==> config.mk <==
export PLATFORM = sky130hd
export DESIGN_NAME = lut_decoder_stim_gen
export DESIGN_NICKNAME = d
export VERILOG_FILES = /design/src/rtl/lut_decoder_pkg.sv /design/src/rtl/lut_decoder_digit_cnt.sv /design/src/rtl/lut_decoder_stim_gen.sv
export SDC_FILE = /design/constraint.sdc
export NUM_CORES = 1
export LEC_CHECK = 0
export ABC_AREA = 0
export CAP_MARGIN = 25
export CORE_MARGIN = 2
export CORE_UTILIZATION = 30
export DETAILED_ROUTE_END_ITERATION = 16
export MAX_ROUTING_LAYER = met4
export SLEW_MARGIN = 20
export SYNTH_ARGS = -nofsm -noshare
export SYNTH_HDL_FRONTEND = slang
export SYNTH_SLANG_ARGS = --single-unit
==> constraint.sdc <==
create_clock -name clk -period 1.8 [get_ports clk]
set_clock_uncertainty 0.15 [all_clocks]
set_input_delay 0.36 -clock clk [delete_from_list [all_inputs] [get_ports clk]]
set_output_delay 0.36 -clock clk [all_outputs]
set_load 0.01 [all_outputs]
==> src/rtl/lut_decoder_pkg.sv <==
// Shared definitions for the LUT decoder stimulus generator: signed-digit codes,
// default format count and FSM state codes.
package lut_decoder_pkg;

    localparam int unsigned NUM_FMT_DEF = 3;
    localparam int unsigned DIG_W       = 2;

    localparam logic [DIG_W-1:0] DIG_ZERO = 2'b00;
    localparam logic [DIG_W-1:0] DIG_POS  = 2'b01;
    localparam logic [DIG_W-1:0] DIG_NEG  = 2'b11;

    typedef enum logic [1:0] {
        ST_IDLE = 2'd0,
        ST_RUN  = 2'd1,
        ST_DONE = 2'd2
    } state_t;

    // Sweep order of a signed digit is 0, +1, -1; the unused code 2'b10 folds back to 0.
    function automatic logic [DIG_W-1:0] next_digit(input logic [DIG_W-1:0] d);
        logic [DIG_W-1:0] nd;
        case (d)
            DIG_ZERO: nd = DIG_POS;
            DIG_POS:  nd = DIG_NEG;
            default:  nd = DIG_ZERO;
        endcase
        return nd;
    endfunction

endpackage

==> src/rtl/lut_decoder_digit_cnt.sv <==
// Three-value signed-digit counter (0, +1, -1) with a carry-out on the -1 -> 0 wrap.
module lut_decoder_digit_cnt
    import lut_decoder_pkg::*;
(
    input  logic             clk,
    input  logic             arst,
    input  logic             i_clr,
    input  logic             i_inc,
    output logic [DIG_W-1:0] o_value,
    output logic             o_carry_c
);

    logic [DIG_W-1:0] r_value;

    always_ff @(posedge clk or posedge arst) begin
        if (arst) begin
            r_value <= DIG_ZERO;
        end else if (i_clr) begin
            r_value <= DIG_ZERO;
        end else if (i_inc) begin
            r_value <= next_digit(r_value);
        end
    end

    assign o_value   = r_value;
    assign o_carry_c = i_inc && (r_value == DIG_NEG);

endmodule

==> src/rtl/lut_decoder_stim_gen.sv <==
// Stimulus sweep generator: walks mode/format/n/d_x/d_y in nested order and
// issues one vector per enabled RUN cycle on registered outputs.
module lut_decoder_stim_gen
    import lut_decoder_pkg::*;
#(
    parameter int unsigned LOG2N   = 6,
    parameter int unsigned WC      = 16,
    parameter int unsigned NUM_FMT = NUM_FMT_DEF
) (
    input  logic             clk,
    input  logic             arst,
    input  logic             srst,
    input  logic             enable,
    input  logic             start,
    input  logic [LOG2N-1:0] cfg_n_max,
    output logic             tb_mode,
    output logic [1:0]       tb_format,
    output logic [LOG2N-1:0] tb_n,
    output logic [1:0]       tb_d_x_n,
    output logic [1:0]       tb_d_y_n,
    output logic             valid,
    output logic             busy,
    output logic             done,
    output logic [WC-1:0]    vec_cnt
);

    localparam logic [1:0] FMT_LAST = 2'(NUM_FMT - 1);

    state_t r_state;
    state_t w_state_nxt;
    logic   w_clr;
    logic   w_issue;

    // Sweep position: the vector that will be issued next.
    logic             r_mode;
    logic [1:0]       r_fmt;
    logic [LOG2N-1:0] r_n;
    logic [LOG2N-1:0] r_n_max;
    logic [1:0]       w_dx;
    logic [1:0]       w_dy;
    logic             w_y_carry;
    logic             w_x_carry;
    logic             w_n_carry;
    logic             w_fmt_carry;
    logic             w_mode_carry;

    // Registered outputs and end-of-sweep flag.
    logic             r_last;
    logic             r_valid;
    logic             r_tb_mode;
    logic [1:0]       r_tb_format;
    logic [LOG2N-1:0] r_tb_n;
    logic [1:0]       r_tb_d_x_n;
    logic [1:0]       r_tb_d_y_n;
    logic [WC-1:0]    r_vec_cnt;

    always_ff @(posedge clk or posedge arst) begin
        if (arst) begin
            r_state <= ST_IDLE;
        end else begin
            r_state <= w_state_nxt;
        end
    end

    // srst outranks start/enable; start is only honoured outside RUN.
    always_comb begin
        w_state_nxt = r_state;
        w_clr       = 1'b0;
        w_issue     = 1'b0;
        if (srst) begin
            w_state_nxt = ST_IDLE;
            w_clr       = 1'b1;
        end else begin
            case (r_state)
                ST_IDLE, ST_DONE: begin
                    if (start) begin
                        w_state_nxt = ST_RUN;
                        w_clr       = 1'b1;
                    end
                end
                ST_RUN: begin
                    if (r_last) begin
                        w_state_nxt = ST_DONE;
                    end else if (enable) begin
                        w_issue = 1'b1;
                    end
                end
                default: w_state_nxt = ST_IDLE;
            endcase
        end
    end

    lut_decoder_digit_cnt u_dy (
        .clk       (clk),
        .arst      (arst),
        .i_clr     (w_clr),
        .i_inc     (w_issue),
        .o_value   (w_dy),
        .o_carry_c (w_y_carry)
    );

    lut_decoder_digit_cnt u_dx (
        .clk       (clk),
        .arst      (arst),
        .i_clr     (w_clr),
        .i_inc     (w_y_carry),
        .o_value   (w_dx),
        .o_carry_c (w_x_carry)
    );

    assign w_n_carry    = w_x_carry && (r_n == r_n_max);
    assign w_fmt_carry  = w_n_carry && (r_fmt == FMT_LAST);
    assign w_mode_carry = w_fmt_carry && r_mode;

    always_ff @(posedge clk or posedge arst) begin
        if (arst) begin
            r_mode      <= 1'b0;
            r_fmt       <= 2'd0;
            r_n         <= '0;
            r_n_max     <= '0;
            r_last      <= 1'b0;
            r_valid     <= 1'b0;
            r_tb_mode   <= 1'b0;
            r_tb_format <= 2'd0;
            r_tb_n      <= '0;
            r_tb_d_x_n  <= DIG_ZERO;
            r_tb_d_y_n  <= DIG_ZERO;
            r_vec_cnt   <= '0;
        end else if (w_clr) begin
            r_mode      <= 1'b0;
            r_fmt       <= 2'd0;
            r_n         <= '0;
            r_n_max     <= srst ? '0 : cfg_n_max;
            r_last      <= 1'b0;
            r_valid     <= 1'b0;
            r_tb_mode   <= 1'b0;
            r_tb_format <= 2'd0;
            r_tb_n      <= '0;
            r_tb_d_x_n  <= DIG_ZERO;
            r_tb_d_y_n  <= DIG_ZERO;
            r_vec_cnt   <= '0;
        end else begin
            r_valid <= w_issue;
            if (w_issue) begin
                r_tb_mode   <= r_mode;
                r_tb_format <= r_fmt;
                r_tb_n      <= r_n;
                r_tb_d_x_n  <= w_dx;
                r_tb_d_y_n  <= w_dy;
                r_last      <= w_mode_carry;
                if (r_vec_cnt != '1) begin
                    r_vec_cnt <= r_vec_cnt + WC'(1);
                end
            end
            if (w_x_carry) begin
                r_n <= w_n_carry ? '0 : r_n + LOG2N'(1);
            end
            if (w_n_carry) begin
                r_fmt <= w_fmt_carry ? 2'd0 : r_fmt + 2'd1;
            end
            if (w_fmt_carry) begin
                r_mode <= ~r_mode;
            end
        end
    end

    assign tb_mode   = r_tb_mode;
    assign tb_format = r_tb_format;
    assign tb_n      = r_tb_n;
    assign tb_d_x_n  = r_tb_d_x_n;
    assign tb_d_y_n  = r_tb_d_y_n;
    assign valid     = r_valid;
    assign busy      = (r_state == ST_RUN);
    assign done      = (r_state == ST_DONE);
    assign vec_cnt   = r_vec_cnt;

endmodule

==> results.md <==
* Status: complete, but fails checks
* Failing checks: negative setup slack
* Met3 WL at 229 µm
* Final min period at 1.92 ns
* Height of the die at 95.9 µm
* Root Driver: clkbuf_8
* Most common cell in the netlist: nand2_1
* Top Layer Used: met4
* Final Power at 2250 µW
* First-pass GRT wire length at 10.6 mm
* Initial core utilization at 30.9%
* Worst-Margin Slew at 0.323 ns
* Min-Delay Path Class: in -> async
* Num CTS Buffers at 5
* Die Span X at 95.9 µm
* RSZ-0062 raised after global routing: yes
* Via count at 2346
* Seq cells post-synth at 52
* DP Worst Slack at -0.542 ns
* Vias per cell at 4.92
* Total congestion overflow at 0
* Syn nets at 284
* Crit end category: register
* CP Launch Type: register
* CTS tree: built
* Final ANT Viol Nets at 0
* Final worst-path cycle share at 107%
* Count of cell types in the netlist at 45
* Largest net degree at the start of global routing at 53
* Most instantiated cells after synthesis: nand2_1 (58), dfrtp_1 (52), nand3_1 (26)
* DR iter-0 viols at 123
* Asr flop ratio synth at 100%
* Row count at 33
* Fin. max-slew vios at 0
* Post-synthesis sequential area ratio at 51.3%
* Ys flop type: dfrtp_1
* Number of nets in the layout at 384
* Hold_buf cts at 0
* PD cells at 591 nW/µm²
* Vias in the first global route at 2171
* Critical path class: reg -> reg
* Routed length per placed instance at 13.6 µm
* Clock slew at reported path FFs at 0.10 ns
* Worst-case clock buffer depth at 2
* Setup TNS at -0.858 ns
* Met2 routed WL at 3.04 mm
* Final Setup Violations at 11
* DP Area at 3430 µm²
* First-pass DRT Iterations at 4
* Slack of the critical path at -0.117 ns
* I/O Buffers at 42
* Fmax at 522 MHz
* Reg area at 1300 µm²
* Mapped Area at 2540 µm²
* Fillers at 775
* Largest area contributor in the netlist: dfrtp_1
* Area of the multi-input gates at 1320 µm²
* CTS sink count at 52
* Boundary pin count at 43
* Syn_area_per_cell at 9.36 µm²
* Final Cell Area at 3810 µm²
* Worst VDD drop at 0.285 mV
* Max transition margin at 78.5%
* Maxcap violations at 0
* Top cells by area, synth: dfrtp_1 (51%), nand2_1 (8.6%), nand3_1 (5.1%)
* Die footprint at 9210 µm²
* Number of synthesized flops with an enable pin at 0
* Met1 WL at 3.12 mm
* Core box area at 8220 µm²
* Yosys warns at 0
* Hold slack final at 0.253 ns
* Final hold vios at 0
* Diode count at 0
* Final GP Congestion at 0.871
* Critical Path Fanout Max at 7
* Initial antenna violation count at 0
* Share of layout cells above drive strength 1 at 28.5%
* H-tree depth at 2
* Area grow syn2layout at 50.2%
* Synthesized instance count at 271
* Clock Latency Late Sink at 0.31 ns
* Leak at 0.00181 µW
* Gr usage total at 15.2%
* Wirelength, routed at 6.51 mm
* DRC viols at 0
* CP required at 1.85 ns
* Top cell type's share of synthesized area at 51.3%
* HPWL Detailed at 4.50 mm
* WP data arrival at 1.97 ns
[repair_timing]
item | CTS | global route
pin swaps | 10 | 12
gates resized for setup | 35 | 23
endpoints found under the setup margin | 51 | 30
endpoints found under the hold margin | 0 | 0
setup buffers | 8 | 10
[logic make-up after synthesis]
group	Yosys count	share of synthesized area, %
and+or+nand+nor	142	28.1
DFF	52	51.3
AOI/OAI and AO/OA	37	9.77
buffers and inverters	18	2.71
xor gates and xnor gates	15	5.18
muxes	5	1.97
adders and majority gates	2	0.987
[placed cells by master, fill, tap and decap left out, types with 3 or more instances in the layout]
cell type / instances
a31oi_1: 3
clkdlybuf4s50_1: 27
o31ai_1: 3
xnor2_1: 7
nand3_1: 26
buf_4: 57
mux2i_1: 5
nand2_1: 57
nor2_1: 16
xor2_1: 8
nand2b_1: 4
and3_1: 4
buf_6: 4
clkbuf_8: 6
a21oi_1: 9
dfrtp_1: 52
nor3_2: 3
inv_1: 4
nor2_2: 3
a211oi_2: 3
dlygate4sd2_1: 9
o21ai_0: 6
[final timing paths]
| kind | start | end | slack, ns | cells past startpoint |
|---|---|---|---|---|
| min in group clk | tb_format[1] | tb_format[1] | 0.36 | 2 |
| setup / recovery | r_last | vec_cnt[9] | -0.12 | 5 |
| hold / removal | arst | vec_cnt[6] | 0.25 | 3 |
| hold reg to reg | tb_format[1] | tb_format[1] | 0.36 | 2 |
| max in group asynchronous | arst | r_state[0] | 1.01 | 3 |
| setup reg to reg | r_last | vec_cnt[9] | -0.12 | 5 |
[worst max-delay path: stages (launching register included)]
cell and delay (ns):
dfrtp_1 0.39, and4bb_1 0.31, or4b_4 0.57, a211oi_2 0.20
xnor2_1 0.14, nor2_1 0.05
[per-layer routing]
metal,GRT usage [%],vias up
met5,-,-
li1,-,1139
met2,23.0,52
met3,2.11,11
met4,4.64,0
met1,21.3,1144
[where the power goes]
part,switching (µW),internal (µW)
logic,123,94.8
clock network,389,455
registers,8.95,1180
total,521,1730
[metrics by stage]
stage                     util, %  instances
final                        46.4        477
after global routing         46.4        477
after CTS                    44.5        468
after detailed placement     41.7        452
after global placement       41.7        452
after floorplan                 -        271
[flip-flops by register name, indices dropped and copies added (netlist names), 2 cells and up]
register and cells:
u_dx.o_value 2, tb_d_y_n 2, tb_format 2, tb_n 6
r_state 2, r_n_max 6, vec_cnt 16, tb_d_x_n 2
r_n 6, r_fmt 2, u_dy.o_value 2
[final cells by class]
class / instances / area share, %
multi-input combinational: 201 / 34.5
clock buffer: 6 / 2.17
tap: 105 / 3.45
sequential: 52 / 34.2
timing repair buffer: 105 / 24.1
clock inverter: 2 / 1.02
inverter: 6 / 0.591
No activity file was read; power rests on OpenSTA's default activity.
